**src/rtl/pcs_sync_param.sv**
```systemverilog
// 1000BASE-X PCS receive synchronization FSM with configurable thresholds.
// Ports: Clk, mr_main_reset_n, power_on, signal_detect, PUDI -> code_sync_status, rx_even, SUDI, sync_loss_count.
module pcs_sync_param #(
  parameter int ACQ_COMMAS   = 3,
  parameter int GOOD_CGS_MAX = 4,
  parameter int LOSS_STEPS   = 4,
  parameter int CNT_W        = 8
) (
  input  logic             Clk,
  input  logic             mr_main_reset_n,
  input  logic             power_on,
  input  logic             signal_detect,
  input  logic [9:0]       PUDI,
  output logic             code_sync_status,
  output logic             rx_even,
  output logic [10:0]      SUDI,
  output logic [CNT_W-1:0] sync_loss_count
);

  localparam int CC_W = $clog2(ACQ_COMMAS + 1);
  localparam int GC_W = $clog2(GOOD_CGS_MAX + 1);
  localparam int BL_W = $clog2(LOSS_STEPS + 1);

  localparam logic [CC_W-1:0] ACQ_C  = CC_W'(ACQ_COMMAS);
  localparam logic [GC_W-1:0] GC_MAX = GC_W'(GOOD_CGS_MAX);
  localparam logic [BL_W-1:0] BL_MAX = BL_W'(LOSS_STEPS);

  typedef enum logic [2:0] {
    LOSS_OF_SYNC,
    COMMA_DETECT,
    ACQUIRE_SYNC,
    SYNC_ACQUIRED,
    SYNC_RECOVER
  } state_t;

  state_t          state, state_n;
  logic [CC_W-1:0] comma_cnt, cc_n;
  logic [GC_W-1:0] good_cnt, gc_n;
  logic [BL_W-1:0] bad_lvl, bl_n;
  logic            rxe_n, status_n;

  logic comma, invalid, kcode, is_d, cggood;

  always_comb begin
    comma = (PUDI[9:3] == 7'b0011111) ||
            (PUDI[9:3] == 7'b1100000);
    invalid = ($countones(PUDI) < 4) ||
              ($countones(PUDI) > 6) ||
              ($countones(PUDI[9:4]) < 2) ||
              ($countones(PUDI[9:4]) > 4) ||
              ($countones(PUDI[3:0]) < 1) ||
              ($countones(PUDI[3:0]) > 3);
    // K28.x, then K23.7/K27.7/K29.7/K30.7 in both disparities
    kcode = (PUDI[9:4] == 6'b001111) ||
            (PUDI[9:4] == 6'b110000) ||
            (PUDI == 10'b1110101000) ||
            (PUDI == 10'b0001010111) ||
            (PUDI == 10'b1101101000) ||
            (PUDI == 10'b0010010111) ||
            (PUDI == 10'b1011101000) ||
            (PUDI == 10'b0100010111) ||
            (PUDI == 10'b0111101000) ||
            (PUDI == 10'b1000010111);
    is_d   = ~invalid & ~kcode;
    // a comma landing on an odd position is a bad code-group
    cggood = ~(invalid | (comma & ~rx_even));
  end

  always_comb begin
    state_n = state;
    rxe_n   = ~rx_even;
    cc_n    = comma_cnt;
    gc_n    = good_cnt;
    bl_n    = bad_lvl;
    if (!signal_detect) begin
      state_n = LOSS_OF_SYNC;
      cc_n    = '0;
      gc_n    = '0;
      bl_n    = '0;
    end else begin
      case (state)
        LOSS_OF_SYNC: begin
          cc_n = '0;
          gc_n = '0;
          bl_n = '0;
          if (comma) begin
            rxe_n   = 1'b0;
            cc_n    = CC_W'(1);
            state_n = COMMA_DETECT;
          end
        end
        COMMA_DETECT: begin
          rxe_n = 1'b1;
          if (is_d) begin
            if (comma_cnt >= ACQ_C) begin
              state_n = SYNC_ACQUIRED;
              bl_n    = '0;
              gc_n    = '0;
            end else begin
              state_n = ACQUIRE_SYNC;
            end
          end else begin
            state_n = LOSS_OF_SYNC;
            cc_n    = '0;
          end
        end
        ACQUIRE_SYNC: begin
          if (comma && rx_even) begin
            cc_n    = comma_cnt + 1'b1;
            state_n = COMMA_DETECT;
          end else if (!cggood) begin
            cc_n    = '0;
            state_n = LOSS_OF_SYNC;
          end
        end
        SYNC_ACQUIRED: begin
          if (!cggood) begin
            if (LOSS_STEPS == 1) begin
              cc_n    = '0;
              state_n = LOSS_OF_SYNC;
            end else begin
              bl_n    = BL_W'(1);
              gc_n    = '0;
              state_n = SYNC_RECOVER;
            end
          end
        end
        SYNC_RECOVER: begin
          if (cggood) begin
            if (good_cnt + 1'b1 >= GC_MAX) begin
              gc_n = '0;
              bl_n = bad_lvl - 1'b1;
              if (bad_lvl == BL_W'(1))
                state_n = SYNC_ACQUIRED;
            end else begin
              gc_n = good_cnt + 1'b1;
            end
          end else begin
            gc_n = '0;
            if (bad_lvl + 1'b1 >= BL_MAX) begin
              bl_n    = '0;
              cc_n    = '0;
              state_n = LOSS_OF_SYNC;
            end else begin
              bl_n = bad_lvl + 1'b1;
            end
          end
        end
        default: begin
          state_n = LOSS_OF_SYNC;
          cc_n    = '0;
          gc_n    = '0;
          bl_n    = '0;
        end
      endcase
    end
    status_n = (state_n == SYNC_ACQUIRED) ||
               (state_n == SYNC_RECOVER);
  end

  always_ff @(posedge Clk or negedge mr_main_reset_n) begin
    if (!mr_main_reset_n) begin
      state            <= LOSS_OF_SYNC;
      rx_even          <= 1'b0;
      comma_cnt        <= '0;
      good_cnt         <= '0;
      bad_lvl          <= '0;
      code_sync_status <= 1'b0;
      SUDI             <= '0;
      sync_loss_count  <= '0;
    end else if (power_on) begin
      state            <= LOSS_OF_SYNC;
      rx_even          <= 1'b0;
      comma_cnt        <= '0;
      good_cnt         <= '0;
      bad_lvl          <= '0;
      code_sync_status <= 1'b0;
      SUDI             <= '0;
    end else begin
      state            <= state_n;
      rx_even          <= rxe_n;
      comma_cnt        <= cc_n;
      good_cnt         <= gc_n;
      bad_lvl          <= bl_n;
      code_sync_status <= status_n;
      SUDI             <= {PUDI, rx_even};
      if (code_sync_status && !status_n &&
          (sync_loss_count != '1))
        sync_loss_count <= sync_loss_count + 1'b1;
    end
  end

endmodule

```
**config.mk**
```make
export PLATFORM = sky130hd
export DESIGN_NAME = pcs_sync_param
export DESIGN_NICKNAME = d
export VERILOG_FILES = /design/src/rtl/pcs_sync_param.sv
export SDC_FILE = /design/constraint.sdc
export NUM_CORES = 1
export LEC_CHECK = 0
export BUFFER_PORTS_ARGS = -buffer_cell sky130_fd_sc_hd__buf_2
export CAP_MARGIN = 0
export CORE_ASPECT_RATIO = 1.75
export CORE_MARGIN = 2
export CORE_UTILIZATION = 50
export DETAILED_ROUTE_END_ITERATION = 7
export GPL_TIMING_DRIVEN = 0
export PLACE_DENSITY_LB_ADDON = 0.25
export SLEW_MARGIN = 15
export SYNTH_ARGS = -nofsm -noshare
export SYNTH_HDL_FRONTEND = slang
export SYNTH_SLANG_ARGS = --single-unit
```
**constraint.sdc**
```tcl
create_clock -name Clk -period 2.35 [get_ports Clk]
set_clock_uncertainty 0.15 [all_clocks]
set_input_delay 0.1175 -clock Clk [delete_from_list [all_inputs] [get_ports Clk]]
set_output_delay 0.1175 -clock Clk [all_outputs]
set_load 0.02 [all_outputs]
```
======== Word-level counts from Yosys, hierarchy flattened ========
Cells that the tools add are included.
word-level totals
  output and inout bits ................... 21
  word-level logic and storage cells ...... 137
  register bits after elaboration ......... 32
operators by class
  add/subtract/negate cells ............... 15
  equal/unequal tests ..................... 30
  reductions and logical operators ........ 25
  $lt $le $gt $ge ......................... 9
  multiplexer cells ....................... 43
  bitwise logic cells ..................... 7
operator list
  cell                    count
  $mux W3                 24
  $add A32 B32 Y32        2
  $eq A10 B10 Y1 const B  4
  $gt A32 B4 Y1 const B   1
  $lt A32 B2 Y1 const B   1
  $lt A32 B3 Y1 const B   1
  $lt A32 B4 Y1 const B   1
  $ne A4 B4 Y1 const B    6
  $pmux W3 S4             2
  $eq A10 B9 Y1 const B   2
  $logic_or A1 B1 Y1      16
  $pmux W3 S5             1
  $mux W2                 7
  $mux W11                1
  $add A1 B1 Y2           5
  $eq A10 B7 Y1 const B   1
  $eq A10 B8 Y1 const B   1
  $ne A5 B5 Y1 const B    2
  $pmux W2 S5             1
  $reduce_and A5 Y1       2
  $eq A3 B2 Y1 const B    3
  $add A8 B1 Y8 const B   1
  $ne A8 B8 Y1 const B    1
  $eq A7 B5 Y1 const B    1
  25 further kinds        42

======== Depth between registers and ports, before layout ========
  depth in word-level cells ............... 21
  depth in mapped cells ................... 18
  depth with buffers taken out ............ 18

======== Least setup slack after synthesis ========
Ideal clock, no wire load.
  kind .................................... in2reg
  start ................................... input port PUDI[0]
  end ..................................... register sync_loss_count[1]
  buffers on the path ..................... 0
  stages .................................. 17
  arrival time ............................ 4.145 ns
  setup time .............................. 0.125 ns
  data required time ...................... 2.075 ns
  path slack .............................. -2.070 ns
  path through ............................ inv_1 fa_1 inv_1 ha_1 inv_1 ha_1 fa_1 ha_1 inv_1 fa_1 or2_1 a2111oi_4 o2111ai_4 mux2i_2 nor2b_2 a21oi_4 mux2_4
between the ends
  cells in the longest elaborated chain, start to end .. 21
  elaborated cells on any way between the ends .. 47
ends and longest elaborated chain
  item                                                 RTL line  RTL
  start, declared                                      13        input logic [9:0] PUDI,
  $add A1 B1 Y2 (implied by the code)                  --
  $add A2 B2 Y3 (implied by the code)                  --
  $add A32 B32 Y32 (implied by the code) (2 in a row)  47, 48
  $lt A32 B4 Y1 or $gt A32 B4 Y1 (tied branches)       47, 48
  $logic_or A1 B1 Y1                                   47        invalid = ($countones(PUDI) < 4) ||
  $logic_or A1 B1 Y1                                   48        ($countones(PUDI) > 6) ||
  $logic_or A1 B1 Y1                                   49        ($countones(PUDI[9:4]) < 2) ||
  $logic_or A1 B1 Y1                                   50        ($countones(PUDI[9:4]) > 4) ||
  [... 3 more ...]                                     --
  $mux W3, on equally long branches                    108, 94
  $pmux W3 S5 *                                        81        case (state)
  $mux W3 *                                            75        if (!signal_detect) begin
  $eq A3 B2 Y1 or $eq A3 B3 Y1 (tied branches)         157, 158
  $logic_or A1 B1 Y1 *                                 157       status_n = (state_n == SYNC_ACQUIRED) ||
  $logic_not A1 Y1 *                                   187       if (code_sync_status && !status_n &&
  $logic_and A1 B1 Y1 * (2 in a row)                   187
  $reduce_and A2 Y1 (no line) *                        --
  end signal, assigned                                 189       sync_loss_count <= sync_loss_count + 1'b1;
  end, declared                                        17        output logic [CNT_W-1:0] sync_loss_count
Mark *: on every way between the ends. The rest lies on a longest branch, timed or not.
A chain may end at the register's enable or synchronous reset.

======== Worst setup path after layout ========
  start ................................... input port PUDI[0]
  end ..................................... register sync_loss_count[7]
The elaborated chain is that of the path after synthesis.

==> qor.yml <==
outcome: "finished, violations left"
failed_checks: "negative setup slack"
cts.htree.levels: 2
route.vias.total: 2026
timing.critical_path.slowest_cell_delay_ps: 540
timing.critical_path.arrival_ps: 4400
syn_to_final_growth_pct: 31.74
hold_path_class: "input port to flip-flop"
overflow: 0
antenna_left: 0
synth_top_cell_by_area: "sky130_fd_sc_hd__dfrtp_1"
post_synth_instance_area_sq_um: 2389
post_synthesis_area_per_instance_sq_um: 9.670
hold_end: "SUDI[7]"
layout_common_cells: "sky130_fd_sc_hd__dfrtp_1, sky130_fd_sc_hd__buf_2, sky130_fd_sc_hd__inv_1"
highest_delay_cell_along_the_critical_path: "sky130_fd_sc_hd__fa_1"
worst_hold_path.num_cells: 2
combPwrFrac: 0.336
place_hpwl_microns: 4047
clock_sink_count: 32
rows: 33
synth_enable_flop_cells: 0
slew_margin_rel: 0.5148
crit_path_end_kind: "flip-flop"
route.detailed.drc: 0
cts-buffers-inserted: 5
cts_tree: "done"
crit_type: "input port to flip-flop"
drt_pass1_iterations: 4
hold_path_startpoint: "PUDI[6]"
reg2reg_setup_slack_ps: -310
antenna_cells_inserted: 0
asr_flop_ratio_synth: 1.000
core_region_area_sq_um: 4624
detail_route.wirelength_microns: 5557
powerDensity_nw_per_um2: 483.1
rsz0062_at_grt: "true"
cts_root_buf: "sky130_fd_sc_hd__clkbuf_8"
postSynthCellCount: 247
fin_hold_ws_ps: 3.708
sequential_area_share_after_synthesis: 0.3353
synth_flop_cell: "sky130_fd_sc_hd__dfrtp_1"
totalNegativeSetupSlack_ps: -35920
layout_filler_cell_count: 378
max-cap-violations: 0
place.detailed.instances: 333
synth.distinct_cells: 58
global_route_wire_length_before_repair_microns: 9225
power_frac_clock: 0.290
placedInstanceArea_sq_um: 2720
cts_buffer_depth: 2
synthesis.nets: 293
vdd_ir_max_mv: 0.4450
crit_fanout: 5
portBuffers: 34
p_leak_nw: 1.538
switching_share: 0.3162
finish.instance_area_sq_um: 3147
via_per_inst: 5.551
worstSkewPairLatency_ps: 290
finalCriticalPeriod_ps: 4339
drive_gt1_frac: 0.3131
ys_warn_count: 0
maximum_number_of_pins_on_one_net_before_global_route_repair: 33
grt_pass1_vias: 2095
num_io_pins: 35
gp_routability_congestion: 0.7666
cp_data_required_time_ps: 2410
layout_commonest_cell: "sky130_fd_sc_hd__dfrtp_1"
worstReg2RegStart: "state[2]"
grt_usage: 0.2179
crit_path_cell_trace: "buf_12 > inv_12 > fa_1 > inv_1 > ha_2 > inv_2 > ha_4 > fa_1 > ha_2 > inv_2 > fa_1 > or2_4 > a2111oi_4 > buf_4 > o2111ai_4 > mux2i_4 > nor4_4 > a21oi_4 > buf_12 > nor4_4 > xor2_1"
postSynthRegisterBits: 32
regToRegEndpoint: "sync_loss_count[7]"
netlist.area_leader.share: 0.3353
critical-path-top-cell-by-count: "sky130_fd_sc_hd__fa_1"
period_share: 1.847
instances_no_fill: 365
timing.final.setup_violations: 20
fmax_ghz: 0.2305
switching_power_uw: 480.7
power_frac_seq: 0.373
clkSlewWorstSetupHoldPaths_ps: 60
final_core_utilization: 0.6805
initial_core_utilization: 0.5165
maxSlewViolCount: 0
fin_ws_ps: -1989
post_drt_wl_per_cell_microns: 15.22
number_of_antenna_violations_at_the_first_check_in_global_routing: 0
timing.critical_path.from_type: "input port"
drt_iter0_drc: 51
worst_slew_pin_slew_ps: 727.8
r2r.worst_path.cells: 10
final_net_count: 358
number_of_hold_violations_in_the_final_report: 0
die_height_microns: 95.43
dieArea_sq_um: 5367
power.internal_mw: 1.039
post_synth_main_area_contributors: "sky130_fd_sc_hd__dfrtp_1, sky130_fd_sc_hd__ha_1, sky130_fd_sc_hd__fa_1"
dieWidth_microns: 56.25
==> what timing repair did <==
item | CTS | global route
setup endpoints to repair | 20 | 20
gates resized for setup | 18 | 8
setup buffers | 11 | 6
hold buffers | 8 | 0
pin swaps | 12 | 10
hold endpoints to repair | 41 | 0
==> kinds of logic after synthesis <==
kind of cell	count (synthesis)	share of synthesized area
buffers and inverters	36	0.05709
adders and majority gates	32	0.1865
and+or+nand+nor	91	0.2190
muxes	4	0.02095
DFF	32	0.3353
xor gates and xnor gates	11	0.04034
AOI/OAI and AO/OA	41	0.1409
==> flip-flops by register name (all words and copies together), names as in the netlist <==
signal            count
SUDI                 11
sync_loss_count       8
bad_lvl               3
good_cnt              3
state                 3
comma_cnt             2
code_sync_status      1
rx_even               1
==> cells in the mapped netlist (all sizes together) (2+ instances only) <==
master	number
nand4	2
nor3b	2
or4	2
inv	31
o31ai	2
xor2	8
nand3	6
clkbuf	4
nand2	14
a21oi	7
dfrtp	32
nand4b	3
nor3	9
mux2	2
a31oi	3
o21ai	7
mux2i	2
nor2	24
and2	4
nor2b	10
a22o	2
o22ai	4
nor4	3
fa	6
xnor2	3
or2	4
ha	26
==> final cells by class <==
| type | instances | area (sq um) | area share |
|---|---|---|---|
| Buffer | 5 | 20.02 | 0.006362 |
| Sequential cell | 32 | 800.8 | 0.2545 |
| Tap cell | 52 | 65.06 | 0.02068 |
| Inverter | 31 | 128.9 | 0.04095 |
| Multi-Input combinational cell | 179 | 1622 | 0.5153 |
| Clock buffer | 8 | 90.09 | 0.02863 |
| Timing Repair Buffer | 58 | 420.4 | 0.1336 |
==> metrics by stage <==
stage                     power [mW]  setup slack [ps]
after floorplan               0.8719             -1891
after global placement        0.9702             -2337
after detailed placement      0.9817             -2393
after CTS                      1.494             -1950
after global routing           1.596             -2171
final                          1.520             -1989
==> metal layers <==
metal	GRT usage	wire length, microns	up-vias
met3	0.02307	161	14
met2	0.4343	3183	45
met4	0.1012	167	0
li1	-	-	975
met1	0.2206	2045	992
met5	0	0	-
==> power groups by stage <==
stage / logic, mW / registers [mW] / clock network [mW]
floorplan: 0.281 / 0.591 / 0
global placement: 0.393 / 0.578 / 0
detailed placement: 0.404 / 0.578 / 0
CTS: 0.486 / 0.568 / 0.441
global route: 0.572 / 0.568 / 0.457
finish: 0.511 / 0.567 / 0.441
==> worst max-delay path, delay by kind of cell <==
| kind | cells | cell delay [ps] |
|---|---|---|
| adders and majority gates | 6 | 2050 |
| and+or+nand+nor | 3 | 740 |
| buffers and inverters | 7 | 600 |
| AOI/OAI and AO/OA | 3 | 450 |
| muxes | 1 | 280 |
| xor gates and xnor gates | 1 | 160 |
==> worst max-delay path by stage <==
stage                  from                 end  slack [ps]
finish              PUDI[0]  sync_loss_count[7]       -1990
global route        PUDI[0]  sync_loss_count[7]       -2170
CTS                 PUDI[0]  sync_loss_count[7]       -1950
detailed placement  PUDI[0]  sync_loss_count[1]       -2390
global placement    PUDI[0]  sync_loss_count[1]       -2340
floorplan           PUDI[0]  sync_loss_count[1]       -1890
No activity file was read; power rests on OpenSTA's default activity.
